==> src/rtl/pwm_capture_pkg.sv <==
// Shared constants and FSM state type for the servo pulse-width capture block.
package pwm_capture_pkg;

    localparam int unsigned CLK_PER_US = 100;
    localparam int unsigned MIN_US     = 800;
    localparam int unsigned MAX_US     = 2200;
    localparam int unsigned TIMEOUT_US = 25000;
    localparam int unsigned NEUTRAL_US = 1500;

    localparam int unsigned XVAL_W   = 11;
    localparam int unsigned PERIOD_W = 15;

    typedef enum logic [1:0] {
        StIdle,
        StHigh,
        StLow
    } state_e;

endpackage

==> src/rtl/pwm_sync_edge.sv <==
// Two-flop synchroniser for the asynchronous pulse line followed by a registered
// edge detector producing single-cycle rise/fall strobes aligned with the level.
module pwm_sync_edge (
    input  logic clk,
    input  logic rst,
    input  logic pwm_in,
    output logic level,
    output logic rise,
    output logic fall
);

    logic       meta_q;
    logic       sync_q;
    logic       level_q;
    logic       rise_q;
    logic       fall_q;
    logic [2:0] fill_q;

    // fill_q[2] marks that level_q holds a real sample, so a line that is already
    // high when reset releases never produces a rise strobe.
    always_ff @(posedge clk) begin
        if (rst) begin
            meta_q  <= 1'b0;
            sync_q  <= 1'b0;
            level_q <= 1'b0;
            rise_q  <= 1'b0;
            fall_q  <= 1'b0;
            fill_q  <= 3'b000;
        end else begin
            meta_q  <= pwm_in;
            sync_q  <= meta_q;
            level_q <= sync_q;
            fill_q  <= {fill_q[1:0], 1'b1};
            rise_q  <= fill_q[2] & sync_q & ~level_q;
            fall_q  <= fill_q[2] & ~sync_q & level_q;
        end
    end

    assign level = level_q;
    assign rise  = rise_q;
    assign fall  = fall_q;

endmodule

==> src/rtl/pwm_capture.sv <==
// Measures servo-style PWM high time in microseconds, validates it against the
// accepted range and flags loss of signal when rising edges stop arriving.
module pwm_capture #(
    parameter int unsigned CLK_PER_US = pwm_capture_pkg::CLK_PER_US,
    parameter int unsigned MIN_US     = pwm_capture_pkg::MIN_US,
    parameter int unsigned MAX_US     = pwm_capture_pkg::MAX_US,
    parameter int unsigned TIMEOUT_US = pwm_capture_pkg::TIMEOUT_US
) (
    input  logic        clk,
    input  logic        rst,
    input  logic        pwm_in,
    output logic [10:0] x_val,
    output logic        valid,
    output logic        err,
    output logic        timeout
);

    import pwm_capture_pkg::state_e;
    import pwm_capture_pkg::StIdle;
    import pwm_capture_pkg::StHigh;
    import pwm_capture_pkg::StLow;
    import pwm_capture_pkg::NEUTRAL_US;
    import pwm_capture_pkg::XVAL_W;
    import pwm_capture_pkg::PERIOD_W;

    localparam int unsigned PSC_W = (CLK_PER_US > 1) ? $clog2(CLK_PER_US) : 1;

    logic line_level;
    logic rise;
    logic fall;

    pwm_sync_edge u_sync_edge (
        .clk    (clk),
        .rst    (rst),
        .pwm_in (pwm_in),
        .level  (line_level),
        .rise   (rise),
        .fall   (fall)
    );

    state_e              state_q, state_d;
    logic [PSC_W-1:0]    psc_q, psc_d;
    logic [XVAL_W-1:0]   width_q, width_d;
    logic [PERIOD_W-1:0] period_q, period_d;
    logic [XVAL_W-1:0]   x_val_q, x_val_d;
    logic                valid_q, valid_d;
    logic                err_q, err_d;
    logic                timeout_q, timeout_d;

    logic                us_tick;
    logic                width_sat;
    logic [XVAL_W-1:0]   width_meas;
    logic                period_hit;
    logic                in_range;

    always_comb begin
        us_tick    = (psc_q == PSC_W'(CLK_PER_US - 1));
        width_sat  = (width_q == {XVAL_W{1'b1}});
        // Include the current cycle's tick so N*CLK_PER_US high cycles measure N.
        width_meas = width_q;
        if (state_q == StHigh && us_tick && !width_sat) begin
            width_meas = width_q + XVAL_W'(1);
        end
        period_hit = us_tick && (32'(period_q) == TIMEOUT_US - 1);
        // A saturated count means the true width is unknown, so it is never accepted.
        in_range   = (32'(width_meas) >= MIN_US) && (32'(width_meas) <= MAX_US) &&
                     (width_meas != {XVAL_W{1'b1}});
    end

    always_comb begin
        state_d   = state_q;
        psc_d     = us_tick ? '0 : psc_q + PSC_W'(1);
        width_d   = width_meas;
        period_d  = us_tick ? period_q + PERIOD_W'(1) : period_q;
        x_val_d   = x_val_q;
        valid_d   = 1'b0;
        err_d     = 1'b0;
        timeout_d = timeout_q;

        if (rise) begin
            state_d  = StHigh;
            psc_d    = '0;
            width_d  = '0;
            period_d = '0;
        end else if (period_hit) begin
            state_d   = StIdle;
            psc_d     = '0;
            width_d   = '0;
            period_d  = '0;
            x_val_d   = XVAL_W'(NEUTRAL_US);
            timeout_d = 1'b1;
        end else begin
            case (state_q)
                StHigh: begin
                    if (fall) begin
                        state_d = StLow;
                        if (in_range) begin
                            x_val_d   = width_meas;
                            valid_d   = 1'b1;
                            timeout_d = 1'b0;
                        end else begin
                            err_d = 1'b1;
                        end
                    end
                end
                default: ;
            endcase
        end
    end

    always_ff @(posedge clk) begin
        if (rst) begin
            state_q   <= StIdle;
            psc_q     <= '0;
            width_q   <= '0;
            period_q  <= '0;
            x_val_q   <= XVAL_W'(NEUTRAL_US);
            valid_q   <= 1'b0;
            err_q     <= 1'b0;
            timeout_q <= 1'b0;
        end else begin
            state_q   <= state_d;
            psc_q     <= psc_d;
            width_q   <= width_d;
            period_q  <= period_d;
            x_val_q   <= x_val_d;
            valid_q   <= valid_d;
            err_q     <= err_d;
            timeout_q <= timeout_d;
        end
    end

    assign x_val   = x_val_q;
    assign valid   = valid_q;
    assign err     = err_q;
    assign timeout = timeout_q;

    logic unused_level;
    assign unused_level = line_level;

endmodule

==> config.mk <==
export PLATFORM = sky130hd
export DESIGN_NAME = pwm_capture
export DESIGN_NICKNAME = d
export VERILOG_FILES = /design/src/rtl/pwm_capture_pkg.sv /design/src/rtl/pwm_sync_edge.sv /design/src/rtl/pwm_capture.sv
export SDC_FILE = /design/constraint.sdc
export NUM_CORES = 1
export LEC_CHECK = 0
export CORE_MARGIN = 2
export CORE_UTILIZATION = 27
export CTS_BUF_LIST = sky130_fd_sc_hd__clkbuf_4 sky130_fd_sc_hd__clkbuf_8
export CTS_CLUSTER_SIZE = 40
export DETAILED_ROUTE_END_ITERATION = 10
export PLACE_DENSITY = 0.47
export SYNTH_ARGS = -nofsm -noshare
export SYNTH_HDL_FRONTEND = slang
export SYNTH_SLANG_ARGS = --single-unit
==> constraint.sdc <==
create_clock -name clk -period 4.62 [get_ports clk]
set_clock_uncertainty 0.05 [all_clocks]
set_input_delay 1.155 -clock clk [delete_from_list [all_inputs] [get_ports clk]]
set_output_delay 1.155 -clock clk [all_outputs]
set_load 0.005 [all_outputs]
==> out/qor.yml <==
synth-edff-count: 0
syn_inst: 285
cts_tree: "done"
crit_chain: "ha_1, and4bb_2, nand2_1, nor3_1, nor3_1, o31ai_1, nand3_2, a32o_1"
relSlewSlack: 0.3312
ys.flop_type: "dfxtp_1"
power_frac_comb: 0.023
grt.overflow.total: 0
drc: 0
peakVddDrop_mv: 0.1599
port_buffers: 16
root_buffer: "clkbuf_8"
yosys_warnings: 0
crit_path_start_kind: "register"
whs_endpoint: "u_sync_edge.rise$_SDFF_PP0_"
path_class: "reg2reg"
setup_violations: 0
grt_max_degree: 29
grt_usage: 0.1138
status: "complete, no violations"
clk_pin_slew_ns: 0.07
vias: 1953
synthArstFlopShare: 0
p_sw_uw: 220.4
cts_buffers: 9
fillCellCount: 998
post_cts_resized: 0
wirelength_mm: 5.346
critPathCaptureType: "register"
htree_num_levels: 3
ys_seq_area_frac: 0.4380
cp_slowest_cell: "nor3_1"
dpl.hpwl_mm: 3.727
yosysTopAreaCell: "dfxtp_1"
powerDensity_nw_per_um2: 318.2
cp_common_cell: "nor3_1"
synth_fp_nets: 291
pwr-share-clk: 0.463
post_synth_num_cell_types: 52
setup_ws_ns: 1.468
path_max_fanout: 12
dpl_worst_slack_ns: 1.204
drv_cap: 0
r2r_cells: 8
layout.area.seq_um2: 1141
first_pass_iters: 4
clockBufferDepth: 2
dp_cells: 418
avgRoutedWirePerCell_um: 12.32
syn-mean-instance-area_um2: 9.140
multiInputGateArea_um2: 1370
min_period_ns: 3.152
power.leakage_uw: 0.001177
reg2reg_to: "timeout$_SDFFE_PP0P_"
cts_setup_buffers: 0
die-height_um: 102.2
maxSlewViolCount: 0
worstMarginPinSlew_ns: 1.001
yosys_register_bits: 57
tns_ns: 0
antenna_found_initial: 0
yosys.area.top_type_share: 0.4380
io-pin-count: 17
finalCritPeriodShare: 0.6822
max_stage_delay_ns: 0.55
viasPerCell: 4.500
grt_pass1_vias: 1828
p_total_uw: 969.8
holdBufCountCts: 0
crit_arrival_ns: 3.33
worstHoldStart: "u_sync_edge.level$_SDFF_PP0_"
power_frac_seq: 0.514
critPathRequiredTime_ns: 4.80
layoutNonFillerInstCount: 434
clkSinkCount: 57
dieArea_um2: 10450
critical_path.reg2reg.startpoint: "psc_q[0]$_SDFF_PP0_"
drive_gt1_frac: 0.08197
routabilityCongestion: 0.7676
worst_hold_path_type: "reg2reg"
nets: 306
initial_utilization: 0.2806
row_count: 35
clkLatencyLatePin_ns: 0.34
min_path_cells: 1
core_um2: 9284
grt_first_pass_wirelength_mm: 9.004
synth_area_um2: 2605
reg2reg_slack_ns: 1.47
rsz0062_at_grt: "false"
area_delta_synth_final_pct: 17.00
swShare: 0.2272
fmax_mhz: 317.3
synth.top_cells.by_area: "dfxtp_1 (44%), nor2_1 (7.3%), mux2i_1 (5.4%)"
postRouteAntennaNets: 0
hold_viol: 0
die_w_um: 102.2
drt_iter0_drc: 49
internal-power_uw: 749.4
num_antenna_cells: 0
## cells in the mapped netlist (5+ instances only)
cell type / n
xnor2_1: 13
nor2_1: 51
and2_1: 8
buf_2: 7
or3_1: 5
mux2i_1: 14
nor3_1: 6
dfxtp_1: 57
xor2_1: 15
inv_1: 5
and3_1: 6
nand2_1: 23
nand4_1: 6
nor2b_1: 5
nand3_1: 7
## critical path: cells and delay by family (launching register included)
family / cells / cell delay [ns]
compound gates: 2 / 0.82
fa+ha+maj: 1 / 0.23
flops: 1 / 0.36
simple gates: 5 / 1.59
## power groups by stage
stage | Sequential [uW] | Clock [uW] | Combinational, uW
2_1_floorplan | 509 | 0 | 15.6
3_3_place_gp | 510 | 0 | 21.9
3_5_place_dp | 510 | 0 | 22.6
4_1_cts | 498 | 468 | 22.6
5_1_grt | 499 | 492 | 25.2
6_report | 499 | 449 | 22.0
## kinds of logic (layout without fill, tap and decap cells)
kind of cell	after synthesis	in the layout	synth area share
XOR/XNOR	28	28	0.09414
buffers and inverters	17	37	0.03602
flip-flops	57	57	0.4380
AND/OR/NAND/NOR	144	144	0.2988
adder cells (fa/ha/maj)	3	3	0.01441
multiplexers	14	14	0.05379
AO/OA/AOI/OAI	22	22	0.06484
## area by class of cell
| cell class | count | share of cell area |
|---|---|---|
| multi-input combinational | 211 | 0.4495 |
| sequential | 57 | 0.3744 |
| clock buffer | 13 | 0.05665 |
| tap | 129 | 0.05296 |
| timing repair buffer | 16 | 0.05255 |
| clock inverter | 3 | 0.007800 |
| inverter | 5 | 0.006158 |
## routing by layer
metal  track usage  vias to the layer above  wire, um
met5             0                        -         0
met4       0.05641                        0        58
met3       0.03830                        5       254
met2        0.1695                       36      2388
met1        0.1473                      892      2645
li1              -                     1020         -
## flip-flops by register name, summed over array words and instances, names as in the netlist
signal and count:
err 1, period_q 15, psc_q 7, state_q 2, timeout 1, u_sync_edge.fall 1
u_sync_edge.fill_q 3, u_sync_edge.level 1, u_sync_edge.meta_q 1, u_sync_edge.rise 1, u_sync_edge.sync_q 1, valid 1
width_q 11, x_val 11
## through the flow
step / utilization / hold slack [ns] / area [um^2]
2_1_floorplan: - / 0.3401 / 2605
3_3_place_gp: 0.3071 / 0.3683 / 2851
3_5_place_dp: 0.3071 / 0.3677 / 2851
4_1_cts: 0.3283 / 0.3896 / 3048
5_1_grt: 0.3283 / 0.4129 / 3048
6_report: 0.3283 / 0.3890 / 3048
## layout by cell type (no fill, tap or decap), types with 2 or more instances in the layout
master,count
nor2b_1,5
xor2_1,15
and4_1,3
clkdlybuf4s50_1,16
dfxtp_1,57
o211ai_1,2
or3_1,5
nand2b_1,3
nand2_1,23
nor4bb_1,2
nor3b_1,2
clkinvlp_4,2
nor3_1,6
nand3_1,7
nand3b_1,3
and3_1,6
inv_1,5
xnor2_1,13
a21oi_1,3
clkbuf_8,12
o31ai_1,2
a31oi_1,3
nand4_1,6
nor4_1,2
and2_1,8
nor2_1,51
ha_1,3
and4bb_2,2
a41o_1,2
mux2i_1,14
## worst max-delay path by stage
| stage | start | endpoint | depth (start not counted) |
|---|---|---|---|
| after global placement | rst | err$_SDFF_PP0_ | 4 |
| after global routing | psc_q[0]$_SDFF_PP0_ | timeout$_SDFFE_PP0P_ | 8 |
| after detailed placement | rst | err$_SDFF_PP0_ | 4 |
| after CTS | psc_q[0]$_SDFF_PP0_ | timeout$_SDFFE_PP0P_ | 8 |
| final | psc_q[0]$_SDFF_PP0_ | timeout$_SDFFE_PP0P_ | 8 |
| after floorplan | width_q[0]$_SDFF_PP0_ | x_val[10]$_SDFFE_PP1P_ | 10 |
Power figures use the tool's default switching activity.
